**src/rtl/danmaku_overlay_mixer.sv**
```systemverilog
// danmaku_overlay_mixer
//   Blends the danmaku overlay pixel stream onto live video in the pixel
//   clock domain. Each active video pixel pulls one overlay word. The word's
//   low byte selects opaque, shadow, outline or transparent rendering.
//   Timing and RGB leave exactly two cycles after they arrive.
//   A pixel served while the overlay FIFO is empty is drawn transparent.
//   It is then recorded as debt. The debt is paid back by discarding overlay
//   words during blanking, so a late FIFO cannot shear later frames.
//
// Ports:
//   clk, rst            pixel clock; synchronous active-high reset
//   enable              overlay enable (0 = pass-through, no FIFO reads)
//   vid_de/hs/vs_in     video timing in
//   vid_rgb_in          background pixel {R,G,B}
//   ovl_pixel           overlay word {R,G,B,code}, valid the cycle after ovl_req
//   ovl_empty           overlay FIFO empty
//   ovl_req             overlay FIFO read strobe (combinational)
//   vid_de/hs/vs_out    timing delayed by 2 cycles
//   vid_rgb_out         blended pixel, delayed by 2 cycles
//   underflow_cnt       saturating count of active pixels served without data
//   debt                saturating count of overlay words still to discard
module danmaku_overlay_mixer #(
    parameter int DEBT_W = 20,
    parameter int UFL_W  = 16
) (
    input  logic              clk,
    input  logic              rst,
    input  logic              enable,
    input  logic              vid_de_in,
    input  logic              vid_hs_in,
    input  logic              vid_vs_in,
    input  logic [23:0]       vid_rgb_in,
    input  logic [31:0]       ovl_pixel,
    input  logic              ovl_empty,
    output logic              ovl_req,
    output logic              vid_de_out,
    output logic              vid_hs_out,
    output logic              vid_vs_out,
    output logic [23:0]       vid_rgb_out,
    output logic [UFL_W-1:0]  underflow_cnt,
    output logic [DEBT_W-1:0] debt
);

    localparam logic [7:0] CODE_OPAQUE  = 8'hFF;
    localparam logic [7:0] CODE_SHADOW  = 8'h01;
    localparam logic [7:0] CODE_OUTLINE = 8'h02;

    logic              take;
    logic              discard;
    logic              underflow;

    logic [DEBT_W-1:0] debt_q, debt_d;
    logic [UFL_W-1:0]  ufl_q,  ufl_d;

    // Stage 1: timing, background and whether this pixel consumed a word.
    logic        s1_de_q,   s1_de_d;
    logic        s1_hs_q,   s1_hs_d;
    logic        s1_vs_q,   s1_vs_d;
    logic [23:0] s1_rgb_q,  s1_rgb_d;
    logic        s1_take_q, s1_take_d;

    // Stage 2: the output registers.
    logic        s2_de_q,   s2_de_d;
    logic        s2_hs_q,   s2_hs_d;
    logic        s2_vs_q,   s2_vs_d;
    logic [23:0] s2_rgb_q,  s2_rgb_d;

    logic [7:0]  code;

    // Blanking reads are only issued while there is debt to pay down.
    always_comb begin
        ovl_req   = !rst && enable && !ovl_empty && (vid_de_in || (debt_q != '0));
        take      = ovl_req && vid_de_in;
        discard   = ovl_req && !vid_de_in;
        underflow = enable && vid_de_in && ovl_empty;
    end

    // Underflow and discard can never coincide because they need opposite
    // vid_de_in values. A discard implies that debt_q is nonzero, so the
    // decrement cannot wrap.
    always_comb begin
        // NOTE: every always_comb output gets a default first, so no path can leave it unassigned and infer a latch.
        debt_d = debt_q;
        ufl_d  = ufl_q;
        if (underflow) begin
            if (debt_q != '1) debt_d = debt_q + DEBT_W'(1);
            if (ufl_q  != '1) ufl_d  = ufl_q  + UFL_W'(1);
        end else if (discard) begin
            debt_d = debt_q - DEBT_W'(1);
        end
    end

    always_comb begin
        s1_de_d   = vid_de_in;
        s1_hs_d   = vid_hs_in;
        s1_vs_d   = vid_vs_in;
        s1_rgb_d  = vid_rgb_in;
        s1_take_d = take;
    end

    // ovl_pixel is meaningful only in the cycle after a take.
    // Otherwise the pixel is forced transparent (code 0x00).
    always_comb begin
        code     = s1_take_q ? ovl_pixel[7:0] : 8'h00;
        s2_de_d  = s1_de_q;
        s2_hs_d  = s1_hs_q;
        s2_vs_d  = s1_vs_q;
        s2_rgb_d = s1_rgb_q;
        case (code)
            CODE_OPAQUE:  s2_rgb_d = ovl_pixel[31:8];
            CODE_SHADOW:  s2_rgb_d = {1'b0, s1_rgb_q[23:17],
                                      1'b0, s1_rgb_q[15:9],
                                      1'b0, s1_rgb_q[7:1]};
            CODE_OUTLINE: s2_rgb_d = 24'h000000;
            default:      s2_rgb_d = s1_rgb_q;
        endcase
    end

    always_ff @(posedge clk) begin
        // NOTE: sequential state uses non-blocking assignments, so every flop samples pre-edge values regardless of statement order.
        if (rst) begin
            debt_q    <= '0;
            ufl_q     <= '0;
            s1_de_q   <= 1'b0;
            s1_hs_q   <= 1'b0;
            s1_vs_q   <= 1'b0;
            s1_rgb_q  <= '0;
            s1_take_q <= 1'b0;
            s2_de_q   <= 1'b0;
            s2_hs_q   <= 1'b0;
            s2_vs_q   <= 1'b0;
            s2_rgb_q  <= '0;
        end else begin
            debt_q    <= debt_d;
            ufl_q     <= ufl_d;
            s1_de_q   <= s1_de_d;
            s1_hs_q   <= s1_hs_d;
            s1_vs_q   <= s1_vs_d;
            s1_rgb_q  <= s1_rgb_d;
            s1_take_q <= s1_take_d;
            s2_de_q   <= s2_de_d;
            s2_hs_q   <= s2_hs_d;
            s2_vs_q   <= s2_vs_d;
            s2_rgb_q  <= s2_rgb_d;
        end
    end

    assign vid_de_out    = s2_de_q;
    assign vid_hs_out    = s2_hs_q;
    assign vid_vs_out    = s2_vs_q;
    assign vid_rgb_out   = s2_rgb_q;
    assign underflow_cnt = ufl_q;
    assign debt          = debt_q;

endmodule

```
**config.mk**
```make
export PLATFORM = sky130hd
export DESIGN_NAME = danmaku_overlay_mixer
export DESIGN_NICKNAME = d
export VERILOG_FILES = /design/src/rtl/danmaku_overlay_mixer.sv
export SDC_FILE = /design/constraint.sdc
export NUM_CORES = 1
export LEC_CHECK = 0
export CORE_MARGIN = 3
export CORE_UTILIZATION = 50
export DETAILED_ROUTE_END_ITERATION = 12
export GPL_TIMING_DRIVEN = 0
export PLACE_DENSITY = 0.85
export SYNTH_ARGS = -nofsm -noshare
export SYNTH_HDL_FRONTEND = slang
export SYNTH_SLANG_ARGS = --single-unit
```
**constraint.sdc**
```tcl
create_clock -name clk -period 7.91 [get_ports clk]
set_input_delay 1.1865 -clock clk [delete_from_list [all_inputs] [get_ports clk]]
set_output_delay 1.1865 -clock clk [all_outputs]
set_load 0.02 [all_outputs]
```
## Yosys cells after proc, flatten, opt, wreduce, memory -nomap -nowiden

Cells that the tools add are included.

| operators by class | value |
|---|---|
| add/subtract/negate cells | 3 |
| equal/unequal tests | 6 |
| multiplexer cells | 5 |
| reductions and logical operators | 15 |

Operators with widths:

| kind | number |
|---|---|
| 24-bit one-hot mux with 3 select lines | 1 |
| 20-bit two-way mux | 3 |
| 20-bit by 1-bit adder with 20-bit output, second input constant | 1 |
| 20-bit inequality test, second input constant | 1 |
| 20-bit nonzero test | 1 |
| 20-bit by 1-bit subtractor with 20-bit output, second input constant | 1 |
| 16-bit by 1-bit adder with 16-bit output, second input constant | 1 |
| 16-bit inequality test, second input constant | 1 |
| 8-bit by 1-bit == test with 1-bit output, second input constant | 1 |
| 8-bit by 2-bit == test with 1-bit output, second input constant | 1 |
| 8-bit == test, second input constant | 1 |
| 8-bit two-way mux | 1 |
| 1-bit logical AND | 7 |
| 2-bit AND reduction | 2 |
| 1-bit zero test | 3 |
| 2-bit by 1-bit inequality test with 1-bit output, second input constant | 1 |
| 2-bit nonzero test | 1 |
| 1-bit logical OR | 1 |

| word-level totals | value |
|---|---|
| register bits after elaboration | 91 |
| bits of input ports | 63 |
| logic and storage cells | 40 |

## Logic depth before layout (Yosys ltp)

Gate-level depths: netlist of the first run.

| depth | value |
|---|---|
| word-level depth | 7 |
| mapped depth | 11 |
| depth with buffers taken out | 10 |

## Worst setup path after synthesis of the first run

No wires, ideal clock.

| path | value |
|---|---|
| path kind | input port to flip-flop |
| start point | input port ovl_empty |
| end point | register debt_q[19] (netlist: debt[19]) |
| setup time | 123 ps |
| data arrival time | 3,766 ps |
| required time | 7,787 ps |
| path slack | 4,021 ps |
| stages | 10 |
| cells stage by stage | and3_1 > inv_1 > ha_1 > and2_4 > a221o_1 > o211ai_2 > a311oi_2 > o31ai_2 > mux2i_1 > mux2_1 |

| between the ends | value |
|---|---|
| word-level cells in the longest chain between the ends | 6 |

RTL lines:

| element | line | source |
|---|---|---|
| start, declared | 34 | `input logic ovl_empty,` |
| 1-bit zero test | 72 | `ovl_req = !rst && enable && !ovl_empty && (vid_de_in \|\| (debt_q != '0));` |
| 1-bit logical AND (2 in series) | 72 |  |
| 1-bit logical AND | 74 | `discard = ovl_req && !vid_de_in;` |
| 2-bit nonzero test (no source line) | - |  |
| 2-bit AND reduction (no source line) | - |  |
| end signal, assigned | 134 | `debt_q <= debt_d;` |
| end, declared | 52 | `logic [DEBT_W-1:0] debt_q, debt_d;` |

Parallel ways exist; a longest one is shown, timed or not.
A chain may end at the register's enable or synchronous reset.

## Worst setup path after layout of the first run

| path | value |
|---|---|
| start point | input port vid_de_in |
| end point | register debt_q[19] (netlist: debt[19]) |

| between the ends | value |
|---|---|
| word-level cells in the longest chain between the ends | 5 |

RTL lines:

| element | line | source |
|---|---|---|
| start, declared | 29 | `input logic vid_de_in,` |
| 1-bit logical OR | 72 |  |
| 1-bit logical AND | 72 |  |
| 1-bit logical AND | 74 |  |
| 2-bit nonzero test (no source line) | - |  |
| 2-bit AND reduction (no source line) | - |  |

Parallel ways exist; a longest one is shown, timed or not.

==> out/qor.yml, run 1 <==
maxSlewHeadroom: 0.472
die_x_microns: 96.8
antenna_left: 0
crit_path_end_kind: "flip-flop"
fillers: 601
synth_top_area_cell: "dfxtp_1"
route.detailed.drc: 0
hold_path.startpoint: "s1_vs_q$_SDFF_PP0_"
synth.distinct_cells: 55
path_cells: "clkdlybuf4s50_1, and3_1, inv_1, ha_1, and2_4, a221o_1, o211ai_2, a311oi_2, o31ai_2, mux2i_1, mux2_1"
synth_area_per_cell_sq_um: 9.15
wl_microns: 12100
first_iter_violations: 285
finalNetCount: 671
fin_crit_sh: 0.566
io_pins: 127
antenna_found_initial: 0
rr_endpoint: "debt[16]$_SDFFE_PP0P_"
r2r_start: "debt[0]$_SDFFE_PP0P_"
clock_path_buffers: 2
cp.arrival_ns: 4.73
placed_area_sq_um: 5520
portBuffers: 126
synthTopCellsByArea: "dfxtp_1 44%, ha_1 5.8%, nor2b_1 5.2%, a222oi_1 5.1%, nor2_1 5.1%"
crit_buf_inv: 2
setup_violations: 0
crit_type: "input port to flip-flop"
post_cts_buffers: 0
synth_warnings: 0
finish.instance_area_sq_um: 5720
r2r_slack_ns: 5.20
max_slew.worst_pin.slew_ns: 0.791
cts_buffers: 9
cts_tree: "done"
crit_family: "buffers and inverters"
clkTransAtPathRegs_ns: 0.09
holdWs_ns: 0.445
hold_viol: 0
path_depth: 11
num_vias: 4037
power_mw: 1.13
p_leak_nw: 2.17
grt_max_degree: 22
async_reset_ff_frac: 0
worstHoldEndpoint: "vid_vs_out$_SDFF_PP0_"
grtUsageTotal: 0.260
worst_r2r_path_depth: 8
row_count: 32
synth_top_area_share: 0.441
cts_resized: 0
gr-total-overflow: 0
syn2layout_area_growth_pct: 38.6
gp_congestion: 0.902
synthTopCellsByCount: "91 x dfxtp_1, 56 x nor2_1, 36 x nand2_1"
avgViaCountPerCell: 5.81
seq_area_frac_synth: 0.441
synthesis.area_sq_um: 4130
min_path_cells: 1
cts-root-buf: "clkbuf_8"
antenna_cells: 0
drive_above_1_share: 0.0422
power.density_nw_per_um2: 197
htreeDepth: 3
die-area_sq_um: 9380
synthFlopType: "dfxtp_1"
initial_core_util: 0.523
cts_hold_buf: 0
dp_hpwl_microns: 9140
synth-seq-cells: 91
clock_latency_ns: 0.36
rsz0062_at_grt: "false"
cp_data_required_time_ns: 8.16
ir_worst_vdd_mv: 0.111
finalSetupTns_ns: 0
routedWlPerCell_microns: 17.4
syn_nets: 534
start_kind: "input port"
yosysMostFrequentCell: "dfxtp_1"
slew_violations: 0
cpMaxStageDelayCell: "inv_1"
netlist_instances: 451
fin_skew_ns: 0.00985
grt_pass1_vias: 3879
hp-class: "flip-flop to flip-flop"
grt_pass1_wl_microns: 19700
fmax_mhz: 223
setup_slack_ns: 3.43
max_cap_violations: 0
max_stage_delay_ns: 0.59
crit_path_max_fanout: 21
period_needed_ns: 4.48
synth_edf_count: 0
place_ws_ns: 3.07
die_h_microns: 96.8
core-area_sq_um: 7890
outcome: "complete, no violations"
drt_first_pass_iters: 7
cts_sinks: 91
-- where the power goes --
group,internal (mW),switching [mW],leakage (nW)
Combinational,0.144,0.151,1.32
Clock,0.151,0.178,0.103
Sequential,0.482,0.0222,0.748
-- layout make-up --
cell class	count	area [sq um]	share of cell area
buffer	21	80.1	0.0140
clock buffer	9	124	0.0217
clock inverter	7	80.1	0.0140
inverter	6	22.5	0.00394
multi-input combinational	333	2200	0.385
sequential	91	1820	0.319
tap	102	128	0.0223
timing repair buffer	126	1260	0.221
-- through the flow --
stage	util	instances
after detailed placement	0.699	679
after floorplan	-	451
after global placement	0.699	679
final	0.725	695
after CTS	0.725	695
after global routing	0.725	695
-- sequential cells by signal (all words and copies together) (netlist names) --
signal / flops
s1_rgb_q: 24
underflow_cnt: 16
debt: 20
vid_hs_out: 1
vid_rgb_out: 24
s1_take_q: 1
s1_de_q: 1
vid_de_out: 1
s1_hs_q: 1
s1_vs_q: 1
vid_vs_out: 1
-- routing by layer --
metal / part of all wire / GRT usage
met5: 0 / 0
met1: 0.41 / 0.325
met3: 0.080 / 0.0447
met2: 0.49 / 0.451
met4: 0.017 / 0.0929
-- how the worst max path moves through the flow --
stage / start / end / slack (ns)
after global placement: vid_de_in / debt[19]$_SDFFE_PP0P_ / 3.10
after floorplan: ovl_empty / debt[19]$_SDFFE_PP0P_ / 4.02
after CTS: vid_de_in / debt[19]$_SDFFE_PP0P_ / 3.45
after detailed placement: vid_de_in / debt[19]$_SDFFE_PP0P_ / 3.07
after global routing: vid_de_in / debt[16]$_SDFFE_PP0P_ / 3.23
final: vid_de_in / debt[19]$_SDFFE_PP0P_ / 3.43
-- cell usage in the layout, fill, tap and decap left out, types with 3 or more instances in the layout --
cell type | Yosys | layout
a31oi_1 | 3 | 3
nor3_1 | 6 | 6
a211oi_1 | 5 | 5
o21ai_0 | 9 | 9
mux2i_1 | 3 | 3
nand3_1 | 9 | 9
nor2b_1 | 34 | 34
clkbuf_8 | 0 | 9
nand4_1 | 12 | 12
and4_1 | 4 | 4
a222oi_1 | 21 | 21
xnor2_1 | 13 | 13
o211ai_1 | 3 | 3
clkbuf_1 | 19 | 19
nand2_1 | 36 | 36
inv_6 | 0 | 3
a21o_1 | 5 | 5
clkdlybuf4s50_1 | 0 | 126
a21oi_1 | 24 | 24
nor2_1 | 56 | 56
inv_1 | 6 | 6
xor2_1 | 12 | 12
ha_1 | 19 | 19
and2_1 | 3 | 3
nor4_1 | 7 | 7
or3_1 | 4 | 4
dfxtp_1 | 91 | 91
and3_1 | 9 | 9
a22oi_1 | 3 | 3
-- logic make-up (layout without fill, tap and decap cells) --
| family | after synthesis | count (layout) | synth area share |
|---|---|---|---|
| adder cells (fa/ha/maj) | 20 | 20 | 0.0625 |
| buffers and inverters | 27 | 169 | 0.0249 |
| flip-flops | 91 | 91 | 0.441 |
| multiplexers | 4 | 4 | 0.0100 |
| AO/OA/AOI/OAI | 94 | 94 | 0.174 |
| AND/OR/NAND/NOR | 190 | 190 | 0.234 |
| XOR/XNOR | 25 | 25 | 0.0531 |
Note: power is estimated with default switching activity, not from simulation.
==> run 2: changes to the inputs <==
--- a/config.mk
+++ b/config.mk
@@ -6,10 +6,10 @@
 export NUM_CORES = 1
 export LEC_CHECK = 0
 export CORE_MARGIN = 3
-export CORE_UTILIZATION = 50
+export CORE_UTILIZATION = 42
 export DETAILED_ROUTE_END_ITERATION = 12
 export GPL_TIMING_DRIVEN = 0
-export PLACE_DENSITY = 0.85
+export PLACE_DENSITY = 0.76
 export SYNTH_ARGS = -nofsm -noshare
 export SYNTH_HDL_FRONTEND = slang
 export SYNTH_SLANG_ARGS = --single-unit
==> constraint.sdc (replaced) <==
create_clock -name clk -period 3.85 [get_ports clk]
set_input_delay 0.5775 -clock clk [delete_from_list [all_inputs] [get_ports clk]]
set_output_delay 0.5775 -clock clk [all_outputs]
set_load 0.02 [all_outputs]
==> run 2 against run 1 <==
Register-to-register slack worse by 4.1 ns. Setup slack got worse by 3.2 ns. Sequential share of layout area decreased by 0.31 points. Routed wire length shrank 0.18%. Non-clock buffer count increased by 3. Sequential power rose by 110%. Final area grew 0.98%. Worst hold slack worse by 0.0055 ns. Power increased by 100%. Cell count grew 4.5%. First-iteration DRC count down 1.8%.
==> out/qor.yml, run 2 (same netlist as run 1, synthesis figures left out) <==
outcome: "complete, no violations"  # unchanged
max_cap_violations: 0  # unchanged
period_needed_ns: 3.61
start_kind: "input port"  # unchanged
hp-class: "flip-flop to flip-flop"  # unchanged
grt_pass1_vias: 3898  # was 3,879
finalNetCount: 675  # was 671
cts_sinks: 91  # unchanged
crit_path_max_fanout: 9  # was 21
drt_first_pass_iters: 9  # was 7
clkTransAtPathRegs_ns: 0.10  # was 0.09 ns
antenna_found_initial: 0  # unchanged
clock_path_buffers: 2  # unchanged
cts_buffers: 9  # unchanged
gp_congestion: 0.962  # was 0.902
finalSetupTns_ns: 0  # unchanged
cts-root-buf: "clkbuf_8"  # unchanged
grtUsageTotal: 0.213  # was 0.260
grt_max_degree: 22  # unchanged
avgViaCountPerCell: 5.58  # was 5.81
maxSlewHeadroom: 0.580  # was 0.472
intPower_mw: 1.54  # was 777 uW
dp_hpwl_microns: 9020  # was 9140 microns
fin_skew_ns: 0.0105  # was 0.00985 ns
max_slew.worst_pin.slew_ns: 0.630  # was 0.791 ns
wl_microns: 12100  # about the same
io_pins: 127  # unchanged
cp.arrival_ns: 3.86  # was 4.73 ns
power.net_switching_uw: 735  # was 351 uW
row_count: 35  # was 32
crit_type: "input port to flip-flop"  # unchanged
power.density_nw_per_um2: 394  # was 197 nW/um^2
num_vias: 4049  # was 4,037
drive_above_1_share: 0.0519  # was 0.0422
power_frac_clock: 0.276  # was 0.292
syn2layout_area_growth_pct: 40.0  # was 38.6%
gr-total-overflow: 0  # unchanged
first_iter_violations: 280  # was 285
initial_core_util: 0.438  # was 0.523
crit_path_end_kind: "flip-flop"  # unchanged
combinationalPowerShare: 0.268  # was 0.261
worst_r2r_path_depth: 8  # unchanged
fin_crit_sh: 0.937
cts_hold_buf: 0  # unchanged
p_leak_nw: 2.18  # was 2.17 nW
hold_viol: 0  # unchanged
cp_data_required_time_ns: 4.10  # was 8.16 ns
sw_frac_of_total: 0.323  # was 0.311
core-area_sq_um: 9420  # was 7890 sq um
ir_worst_vdd_mv: 0.251  # was 0.111 mV
clock_latency_ns: 0.37  # was 0.36 ns
rsz0062_at_grt: "false"  # unchanged
htreeDepth: 3  # unchanged
antenna_cells: 0  # unchanged
die_x_microns: 105  # was 96.8 microns
layout_commonest_cell: "clkdlybuf4s50_1"  # unchanged
layout_common_cells: "126 x clkdlybuf4s50_1, 91 x dfxtp_1, 56 x nor2_1"  # unchanged
setup_violations: 0  # unchanged
post-route-util: 0.613  # was 0.725
portBuffers: 126  # unchanged
die-area_sq_um: 11100  # was 9380 sq um
routedWlPerCell_microns: 16.7  # was 17.4 microns
route.detailed.drc: 0  # unchanged
seqPwrFrac: 0.456  # was 0.447
fmax_mhz: 277
min_path_cells: 1  # unchanged
antenna_left: 0  # unchanged
slew_violations: 0  # unchanged
grt_pass1_wl_microns: 19100  # was 19,700 microns
die_h_microns: 105  # was 96.8 microns
cts_tree: "done"  # unchanged
[run 2: cell type report]
class	instances	area, sq um
Buffer	21	80.1
Clock buffer	9	124
Clock inverter	7	70.1
Fill cell	840	3640
Inverter	6	26.3
Multi-Input combinational cell	333	2200
Sequential cell	91	1820
Tap cell	129	161
Timing Repair Buffer	129	1280
Timing Repair inverter	1	5.00
[run 2: path summary, 6_finish.rpt]
check	end	from	slack, ns
setup / recovery	debt[16]$_SDFFE_PP0P_	vid_de_in	0.24
hold / removal	vid_de_out$_SDFF_PP0_	s1_de_q$_SDFF_PP0_	0.44
setup reg to reg	debt[16]$_SDFFE_PP0P_	debt[0]$_SDFFE_PP0P_	1.13
hold reg to reg	vid_de_out$_SDFF_PP0_	s1_de_q$_SDFF_PP0_	0.44
[run 2: power by group through the flow]
stage	registers (mW)	logic, mW	clock network [mW]
floorplan	1.09	0.346	0
global placement	1.06	0.585	0
detailed placement	1.06	0.597	0
CTS	1.04	0.603	0.640
global route	1.04	0.665	0.678
finish	1.04	0.609	0.628
[run 2: through the flow]
stage	hold WS, ns	cells	setup slack (ns)	power [mW]	area, sq um
floorplan	0.414	451	0.570	1.43	4130
global placement	0.420	706	-0.352	1.64	5550
detailed placement	0.425	706	-0.377	1.66	5550
CTS	0.446	722	0.0146	2.28	5740
global route	0.456	726	0.0675	2.39	5780
finish	0.439	726	0.241	2.27	5780
[run 2: what timing repair did]
| item | 4_1_cts | 5_1_grt |
|---|---|---|
| setup buffers | 0 | 3 |
| hold endpoints to repair | 0 | 0 |
| gates resized for setup | 0 | 2 |
| setup endpoints to repair | 0 | 7 |
[run 2: critical path, cell delays in order]
cell and delay (ns):
clkdlybuf4s50_1 0.56, and3_2 0.31, clkinvlp_4 0.23, fa_1 0.48
a211oi_1 0.35, o21bai_1 0.21, a211oi_2 0.36, nor3_2 0.12
a311oi_1 0.39, or4_1 0.17, o311ai_1 0.08
[run 2: layer usage]
layer / global-route usage / up-vias / part of all wire
li1: - / 1943 / -
met1: 0.255 / 1897 / 0.40
met2: 0.369 / 188 / 0.49
met3: 0.0445 / 21 / 0.086
met4: 0.0853 / 0 / 0.021
met5: 0 / - / 0
==> run 3: changes to the inputs <==
--- a/config.mk
+++ b/config.mk
@@ -6,10 +6,12 @@
 export NUM_CORES = 1
 export LEC_CHECK = 0
 export CORE_MARGIN = 3
-export CORE_UTILIZATION = 42
+export CORE_UTILIZATION = 44
+export CTS_BUF_LIST = sky130_fd_sc_hd__clkbuf_8
 export DETAILED_ROUTE_END_ITERATION = 12
 export GPL_TIMING_DRIVEN = 0
-export PLACE_DENSITY = 0.76
+export PLACE_DENSITY = 0.79
+export SETUP_SLACK_MARGIN = 0.1
 export SYNTH_ARGS = -nofsm -noshare
 export SYNTH_HDL_FRONTEND = slang
 export SYNTH_SLANG_ARGS = --single-unit
==> run 3 against run 2 <==
Clock skew barely moved. Critical path type unchanged. Setup slack improved by 0.0087 ns. Critical path depth did not move. Critical endpoint is now debt[19]$_SDFFE_PP0P_. Routed wire length rose by 2.1%. Final area rose by 0.15%.
==> out/qor.yml, run 3 (same netlist as run 1, synthesis figures left out) <==
die-area_sq_um: 10600  # was 11,100 sq um
power.density_nw_per_um2: 403  # was 394 nW/um^2
die_h_microns: 103  # was 105 microns
hp-class: "flip-flop to flip-flop"  # unchanged
crit_path_max_fanout: 5  # was 9
cp.arrival_ns: 3.85  # was 3.86 ns
grtUsageTotal: 0.235  # was 0.213
drive_above_1_share: 0.0552  # was 0.0519
route.detailed.drc: 0  # unchanged
avgViaCountPerCell: 5.80  # was 5.58
dp_hpwl_microns: 9150  # was 9020 microns
initial_core_util: 0.462  # was 0.438
grt_pass1_wl_microns: 19600  # was 19,100 microns
gr-total-overflow: 0  # unchanged
antenna_left: 0  # unchanged
syn2layout_area_growth_pct: 40.2  # was 40.0%
antenna_cells: 0  # unchanged
grt_use_met1: 0.285  # was 0.255
max_stage_delay_ns: 0.56  # about the same
drt_first_pass_iters: 6  # was 9
max_slew.worst_pin.slew_ns: 0.643  # was 0.630 ns
place_ws_ns: -0.362  # was -0.377 ns
finalNetCount: 676  # was 675
cpMaxStageDelayCell: "clkdlybuf4s50_1"  # unchanged
crit_path_end_kind: "flip-flop"  # unchanged
path_cells: "clkdlybuf4s50_1, and3_2, clkinvlp_4, ha_1, and2_4, a221o_1, o211ai_2, a311oi_2, o31ai_2, mux2i_1, mux2_1"  # was clkdlybuf4s50_1, and3_2, clkinvlp_4, fa_1, a211oi_1, o21bai_1, a211oi_2, nor3_2, a311oi_1, or4_1, o311ai_1
row_count: 34  # was 35
finish.instance_area_sq_um: 5780  # about the same
htreeDepth: 3  # unchanged
p_leak_nw: 2.20  # was 2.18 nW
layout_common_cells: "126 x clkdlybuf4s50_1, 91 x dfxtp_1, 56 x nor2_1"  # unchanged
max_cap_violations: 0  # unchanged
ir_worst_vdd_mv: 0.211  # was 0.251 mV
finalSetupTns_ns: 0  # unchanged
outcome: "complete, no violations"  # unchanged
antenna_found_initial: 0  # unchanged
grt_pass1_vias: 4125  # was 3,898
hold_viol: 0  # unchanged
maxSlewHeadroom: 0.571  # was 0.580
grt_use_met2: 0.401  # was 0.369
cp_data_required_time_ns: 4.10  # about the same
num_vias: 4092  # was 4,049
setup_slack_ns: 0.250  # was 0.241 ns
cts-root-buf: "clkbuf_8"  # unchanged
wl_microns: 12400  # was 12,100 microns
routedWlPerCell_microns: 17.5  # was 16.7 microns
fmax_mhz: 278  # was 277 MHz
grt_max_degree: 17  # was 22
busiest_layer: "met2"  # unchanged
rsz0062_at_grt: "true"  # was false
layout_commonest_cell: "clkdlybuf4s50_1"  # unchanged
post-route-util: 0.647  # was 0.613
placed_area_sq_um: 5520  # was 5550 sq um
cts_sinks: 91  # unchanged
crit_type: "input port to flip-flop"  # unchanged
cts_buffers: 9  # unchanged
portBuffers: 126  # unchanged
setup_violations: 0  # unchanged
core-area_sq_um: 8930  # was 9420 sq um
first_iter_violations: 371  # was 280
clock_path_buffers: 2  # unchanged
io_pins: 127  # unchanged
fin_crit_sh: 0.935  # was 0.937
clock_latency_ns: 0.36  # was 0.37 ns
start_kind: "input port"  # unchanged
fillers: 725  # was 840
cts_tree: "done"  # unchanged
gr-usage-met3: 0.0379  # was 0.0445
die_x_microns: 103  # was 105 microns
fin_skew_ns: 0.0110  # was 0.0105 ns
gp_congestion: 0.940  # was 0.962
period_needed_ns: 3.60  # was 3.61 ns
clkTransAtPathRegs_ns: 0.09  # was 0.10 ns
slew_violations: 0  # unchanged
==> run 3: per-layer routing <==
layer	vias to the layer above	wire length, microns
met3	28	1330
met4	0	368
met2	233	5860
met1	1895	4800
met5	-	0
li1	1936	-
==> run 3: final timing paths <==
check	end	cells past startpoint	slack [ns]	from
setup / recovery	debt[19]$_SDFFE_PP0P_	11	0.25	vid_de_in
hold / removal	vid_vs_out$_SDFF_PP0_	1	0.45	s1_vs_q$_SDFF_PP0_
setup reg to reg	debt[19]$_SDFFE_PP0P_	8	1.07	debt[3]$_SDFFE_PP0P_
hold reg to reg	vid_vs_out$_SDFF_PP0_	1	0.45	s1_vs_q$_SDFF_PP0_
==> run 3: final cells by class <==
| class | instances | area [sq um] | area share |
|---|---|---|---|
| well taps | 108 | 135 | 0.0234 |
| clock inverters | 7 | 73.8 | 0.0128 |
| repair inverters | 1 | 5.00 | 0.000865 |
| flip-flops and latches | 91 | 1820 | 0.315 |
| multi-input cells | 333 | 2210 | 0.383 |
| repair buffers | 130 | 1300 | 0.225 |
| inverters | 6 | 26.3 | 0.00454 |
| clock buffers | 9 | 124 | 0.0214 |
| plain buffers | 21 | 80.1 | 0.0138 |
==> run 3: worst max-delay path: cells and delay by family <==
kind	cells	cell delay (ns)
AO/OA/AOI/OAI	4	1.09
buffers and inverters	2	0.73
AND/OR/NAND/NOR	2	0.50
multiplexers	2	0.58
adder cells (fa/ha/maj)	1	0.36
==> run 3: metrics by stage <==
| stage | cells | hold WS, ns | total power [mW] |
|---|---|---|---|
| 6_report | 706 | 0.449 | 2.33 |
| 5_1_grt | 706 | 0.480 | 2.43 |
| 4_1_cts | 705 | 0.453 | 2.31 |
| 3_5_place_dp | 685 | 0.431 | 1.66 |
| 3_3_place_gp | 685 | 0.424 | 1.64 |
| 2_1_floorplan | 451 | 0.414 | 1.43 |
==> run 3: where the power goes <==
part / internal, mW / switching (mW) / leakage [nW]
combinational: 0.306 / 0.324 / 1.35
clock: 0.305 / 0.355 / 0.106
sequential: 0.991 / 0.0485 / 0.748
==> run 3: timing repair <==
action | 4_1_cts | 5_1_grt
buffers inserted | 3 | 1
gates resized for setup | 1 | 3
cloned | 1 | 0
pin swaps | 0 | 1
endpoints found under the hold margin | 0 | 0
hold buffers | 0 | 0
endpoints found under the setup margin | 1 | 5
